$ cat src/rtl/matrix_scan_reader.sv
// Walks a WIDTH x WIDTH grid through a single-read memory port and streams each
// cell (coordinates + 2-bit contents) downstream, counting 2'b10 cells and flagging timeouts.
module matrix_scan_reader #(
  parameter int WIDTH   = 6,
  parameter int TIMEOUT = 15
) (
  input  logic       clk,
  input  logic       rst,
  input  logic       start,
  output logic       busy,
  output logic       done,
  output logic [2:0] mem_x,
  output logic [2:0] mem_y,
  output logic       mem_rd_valid,
  output logic       mem_wr_en,
  input  logic [1:0] mem_data,
  input  logic       mem_data_valid,
  output logic [2:0] cell_x,
  output logic [2:0] cell_y,
  output logic [1:0] cell_data,
  output logic       cell_valid,
  input  logic       cell_ready,
  output logic [6:0] hit_count,
  output logic       err
);

  typedef enum logic [2:0] {IDLE, REQ, WAIT, PUSH, FIN} state_e;

  localparam logic [2:0] LAST      = 3'(WIDTH - 1);
  localparam logic [6:0] HIT_MAX   = 7'(WIDTH * WIDTH);
  localparam logic [3:0] WAIT_LAST = 4'(TIMEOUT - 1);
  localparam logic [1:0] HIT_CODE  = 2'b10;

  function automatic logic [6:0] sat_inc(input logic [6:0] v);
    return (v >= HIT_MAX) ? HIT_MAX : v + 7'd1;
  endfunction

  state_e     state_q, state_d;
  logic [2:0] x_q, x_d, y_q, y_d;
  logic [3:0] wcnt_q, wcnt_d;
  logic [2:0] mx_q, mx_d, my_q, my_d;
  logic [2:0] cx_q, cx_d, cy_q, cy_d;
  logic [1:0] cdata_q, cdata_d;
  logic [6:0] hit_q, hit_d;
  logic       err_q, err_d;

  always_comb begin
    state_d = state_q;
    x_d     = x_q;
    y_d     = y_q;
    wcnt_d  = wcnt_q;
    mx_d    = mx_q;
    my_d    = my_q;
    cx_d    = cx_q;
    cy_d    = cy_q;
    cdata_d = cdata_q;
    hit_d   = hit_q;
    err_d   = err_q;
    case (state_q)
      IDLE: begin
        if (start) begin
          x_d     = 3'd0;
          y_d     = 3'd0;
          hit_d   = 7'd0;
          err_d   = 1'b0;
          wcnt_d  = 4'd0;
          state_d = REQ;
        end
      end
      REQ: begin
        wcnt_d  = 4'd0;
        state_d = WAIT;
      end
      WAIT: begin
        // Data arriving on the timeout cycle still counts as a good read.
        if (mem_data_valid) begin
          cdata_d = mem_data;
          if (mem_data == HIT_CODE) hit_d = sat_inc(hit_q);
          cx_d    = x_q;
          cy_d    = y_q;
          state_d = PUSH;
        end else if (wcnt_q >= WAIT_LAST) begin
          cdata_d = 2'b00;
          err_d   = 1'b1;
          cx_d    = x_q;
          cy_d    = y_q;
          state_d = PUSH;
        end else begin
          wcnt_d = wcnt_q + 4'd1;
        end
      end
      PUSH: begin
        if (cell_ready) begin
          if (x_q == LAST) begin
            x_d = 3'd0;
            if (y_q == LAST) begin
              y_d     = 3'd0;
              state_d = FIN;
            end else begin
              y_d     = y_q + 3'd1;
              state_d = REQ;
            end
          end else begin
            x_d     = x_q + 3'd1;
            state_d = REQ;
          end
        end
      end
      FIN:     state_d = IDLE;
      default: state_d = IDLE;
    endcase
    // Memory coordinates only move when a new read is issued, so they hold between reads.
    if (state_d == REQ) begin
      mx_d = x_d;
      my_d = y_d;
    end
  end

  always_ff @(posedge clk) begin
    if (rst) begin
      state_q <= IDLE;
      x_q     <= 3'd0;
      y_q     <= 3'd0;
      wcnt_q  <= 4'd0;
      mx_q    <= 3'd0;
      my_q    <= 3'd0;
      cx_q    <= 3'd0;
      cy_q    <= 3'd0;
      cdata_q <= 2'b00;
      hit_q   <= 7'd0;
      err_q   <= 1'b0;
    end else begin
      state_q <= state_d;
      x_q     <= x_d;
      y_q     <= y_d;
      wcnt_q  <= wcnt_d;
      mx_q    <= mx_d;
      my_q    <= my_d;
      cx_q    <= cx_d;
      cy_q    <= cy_d;
      cdata_q <= cdata_d;
      hit_q   <= hit_d;
      err_q   <= err_d;
    end
  end

  assign busy         = (state_q != IDLE);
  assign done         = (state_q == FIN);
  assign mem_rd_valid = (state_q == REQ) || (state_q == WAIT);
  assign mem_wr_en    = 1'b0;
  assign mem_x        = mx_q;
  assign mem_y        = my_q;
  assign cell_valid   = (state_q == PUSH);
  assign cell_x       = cx_q;
  assign cell_y       = cy_q;
  assign cell_data    = cdata_q;
  assign hit_count    = hit_q;
  assign err          = err_q;

endmodule

$ cat config.mk
export PLATFORM = sky130hd
export DESIGN_NAME = matrix_scan_reader
export DESIGN_NICKNAME = d
export VERILOG_FILES = /design/src/rtl/matrix_scan_reader.sv
export SDC_FILE = /design/constraint.sdc
export NUM_CORES = 1
export LEC_CHECK = 0
export ABC_AREA = 1
export CORE_MARGIN = 2
export CORE_UTILIZATION = 55
export CTS_CLUSTER_SIZE = 12
export DETAILED_ROUTE_END_ITERATION = 12
export PLACE_DENSITY_LB_ADDON = 0.15
export RECOVER_POWER = 25
export SKIP_LAST_GASP = 1
export SLEW_MARGIN = 25
export SYNTH_ARGS = -nofsm -noshare
export SYNTH_HDL_FRONTEND = slang
export SYNTH_SLANG_ARGS = --single-unit
$ cat constraint.sdc
create_clock -name clk -period 4.2 [get_ports clk]
set_input_delay 0.84 -clock clk [delete_from_list [all_inputs] [get_ports clk]]
set_output_delay 0.84 -clock clk [all_outputs]
set_load 0.01 [all_outputs]
==> impl_metrics.ini <==
[power_and_ir_drop]
finalPower_w = 0.0007005
power.density_nw_per_um2 = 338.1
ir_drop_uv = 229.0
p_leak_nw = 0.9199

[routing]
via_density = 5.060
drc_errors = 0
routedWlPerCell_um = 10.78
detail_route.first_pass.iterations = 4
detail-route-antenna-nets = 0
wirelength_met1_um = 1633
drt_first_iter_violations = 80
dr.max_layer_used = met4
routed_wl_um = 3407
met2_wirelength_um = 1581
vias = 1599
wl_met3_um = 144

[logic_synthesis]
synth_area_in_adders = 0.02907
synth.ff_latch_count = 35
synth.mux.area_fraction = 0
synth_top_family_by_area = simple AND/OR/NAND/NOR gates
synth_largest_area_cell = sky130_fd_sc_hd__dfxtp_1
syn_inst = 250
yosysTopAreaCellShare = 0.4070
synth.avg_cell_area_um2 = 6.887
xor_xnor_fraction_of_synth_area = 0.005087
yosys-top-cells-area = sky130_fd_sc_hd__dfxtp_1 (41%), sky130_fd_sc_hd__nand2_1 (12%), sky130_fd_sc_hd__nor2_1 (8.5%), sky130_fd_sc_hd__inv_1 (7.0%), sky130_fd_sc_hd__a21oi_1 (5.5%)
nets_in_the_synthesized_netlist = 261
ys_seq_area_frac = 0.4070
ys_warn_count = 0
netlist_area_um2 = 1722
synth_compound_gate_area_share = 0.1250
count_of_different_cell_masters_after_synthesis = 28
synth-simple-area-share = 0.3379

[sta]
setup_viol_count_final = 0
timing_hold_violations_final = 0
worst_clock_skew_ns = 0.005072
fin_crit_sh = 0.5852
max_slew.worst_pin.slew_ns = 0.5665
final_max_slew_violation_count = 0
fin_setup_tns_ns = 0
max_freq_mhz = 406.8
slew_headroom = 0.6211
period_minus_slack_ns = 2.458
rsz0062_at_grt = no

[clock_tree]
hold_buffers = 0
htree_levels = 2
cts_tree = yes
postCtsResizedCells = 0
cts_post_setup_buffers_inserted = 0
cts_buffer_count = 5
clk_pin_slew_worst_paths_ns = 0.09
cts_root_buffer = sky130_fd_sc_hd__clkbuf_4
clock_sinks = 35
clk_latency_ns = 0.32
clk_path_buf_depth = 2

[final_layout]
num-fill-cells = 289
post_route_cells_drive_above_1_share = 0.06360
syn_to_final_growth_pct = 20.35
design.final.nets = 295
mostFrequentLayoutCell = sky130_fd_sc_hd__nand2_1
mostFrequentLayoutCells = sky130_fd_sc_hd__nand2_1 (56), sky130_fd_sc_hd__nor2_1 (40), sky130_fd_sc_hd__dfxtp_1 (35), sky130_fd_sc_hd__inv_1 (32), sky130_fd_sc_hd__clkdlybuf4s50_1 (28)
antenna_cells = 0

[setup_path]
cp-end-kind = primary output
crit_family = buffers and inverters
cp_slowest_stage_delay_ns = 0.57
cp_bufs_invs = 1
crit_path_start = state_q[0]
path_cells = nand2_2, nor2_4, clkdlybuf4s50_1
worst_path_max_delay_cell = sky130_fd_sc_hd__clkdlybuf4s50_1
worst_ep_arrival_time_ns = 1.62
timing.rr.start = wcnt_q[0]
path_max_fanout = 7
crit_path_start_kind = flop
timing_worst_setup_path_type = flop to primary output
worst-endpoint-required_ns = 3.36

[hold_path]
hold_path.class = flop to flop
hold_path_startpoint = wcnt_q[3]

[global_route]
grt_max_degree = 19
total_global_routing_overflow = 0
vias_in_the_first_global_route = 1360
grt_usage = 0.2101
antenna_found_initial = 0
global_route_wire_length_before_repair_um = 5678

[placed_design]
dpl.hpwl_um = 2564
place.port_buffers = 32
gp_routability_congestion = 0.8944

[floorplanning]
floorplan.core_area_um2 = 3003
fp-row-count = 20
top_level_ports = 34
initial_utilization = 0.5733
die_height_um = 59.95
die_width_um = 59.95
die_area_um2 = 3594

[run]
max_cap_violations = 0

[status]
outcome = complete, no violations
-- report_power, final --
part,internal (W),switching (W)
logic,0.0000732,0.0000961
registers,0.000354,0.0000152
clock network,0.0000596,0.000103
-- cells in the mapped netlist --
library cell,count
sky130_fd_sc_hd__a21oi_1,19
sky130_fd_sc_hd__a21oi_2,1
sky130_fd_sc_hd__and2_1,1
sky130_fd_sc_hd__buf_2,1
sky130_fd_sc_hd__buf_4,1
sky130_fd_sc_hd__clkbuf_1,2
sky130_fd_sc_hd__clkbuf_8,1
sky130_fd_sc_hd__conb_1,1
sky130_fd_sc_hd__dfxtp_1,35
sky130_fd_sc_hd__ha_1,4
sky130_fd_sc_hd__inv_1,32
sky130_fd_sc_hd__inv_2,2
sky130_fd_sc_hd__nand2_1,55
sky130_fd_sc_hd__nand2_2,4
sky130_fd_sc_hd__nand2_4,2
sky130_fd_sc_hd__nand3_1,14
sky130_fd_sc_hd__nand3_2,1
sky130_fd_sc_hd__nand3b_1,2
sky130_fd_sc_hd__nand4_1,2
sky130_fd_sc_hd__nor2_1,39
sky130_fd_sc_hd__nor2_2,3
sky130_fd_sc_hd__nor2_4,3
sky130_fd_sc_hd__nor3_1,3
sky130_fd_sc_hd__o21ai_0,17
sky130_fd_sc_hd__o21ai_1,2
sky130_fd_sc_hd__o21ai_2,1
sky130_fd_sc_hd__o21bai_1,1
sky130_fd_sc_hd__xor2_1,1
-- layer usage --
| layer | vias to the layer above | GRT usage |
|---|---|---|
| met5 | - | 0 |
| met4 | 0 | 0.09841 |
| met3 | 5 | 0.04545 |
| met2 | 28 | 0.3370 |
| met1 | 718 | 0.2679 |
| li1 | 848 | - |
-- final timing paths --
kind | end | slack [ns] | cells past startpoint
worst max-delay path | cell_valid | 1.74 | 3
worst min-delay path | wcnt_q[3] | 0.45 | 2
worst max register to register | mem_y[2] | 2.32 | 12
worst min register to register | wcnt_q[3] | 0.45 | 2
-- metrics by stage --
step / instance area [um^2] / hold slack [ns] / instances / worst slack [ns] / utilization
after floorplan: 1722 / 0.4301 / 250 / 2.505 / -
after detailed placement: 2049 / 0.4429 / 310 / 1.668 / 0.6825
after global routing: 2072 / 0.4844 / 316 / 1.605 / 0.6900
after CTS: 2091 / 0.4577 / 316 / 1.710 / 0.6963
after global placement: 2049 / 0.4381 / 310 / 1.726 / 0.6825
final: 2072 / 0.4528 / 316 / 1.742 / 0.6900
-- final cells by class --
| type | count | area, um^2 | share of cell area |
|---|---|---|---|
| inverters | 34 | 127.6 | 0.06159 |
| well taps | 33 | 41.29 | 0.01993 |
| repair buffers | 32 | 320.3 | 0.1546 |
| multi-input cells | 176 | 840.8 | 0.4058 |
| clock buffers | 6 | 41.29 | 0.01993 |
| flip-flops and latches | 35 | 700.7 | 0.3382 |
-- registers in the layout (all words and copies together), names as in the netlist --
signal     count
wcnt_q         4
y_q            3
mem_x          3
hit_count      7
x_q            3
cell_y         3
cell_x         3
state_q        3
mem_y          3
cell_data      2
err            1
-- worst min-delay path: stages (launching register included) --
cell	delay, ns
sky130_fd_sc_hd__dfxtp_1	0.32
sky130_fd_sc_hd__inv_1	0.04
sky130_fd_sc_hd__a21oi_1	0.05
-- cells by family after synthesis --
family                   Yosys count
XOR/XNOR                           1
AO/OA/AOI/OAI                     41
buffers and inverters             39
other                              1
adder cells (fa/ha/maj)            4
AND/OR/NAND/NOR                  129
flip-flops                        35
Power figures use the tool's default switching activity.
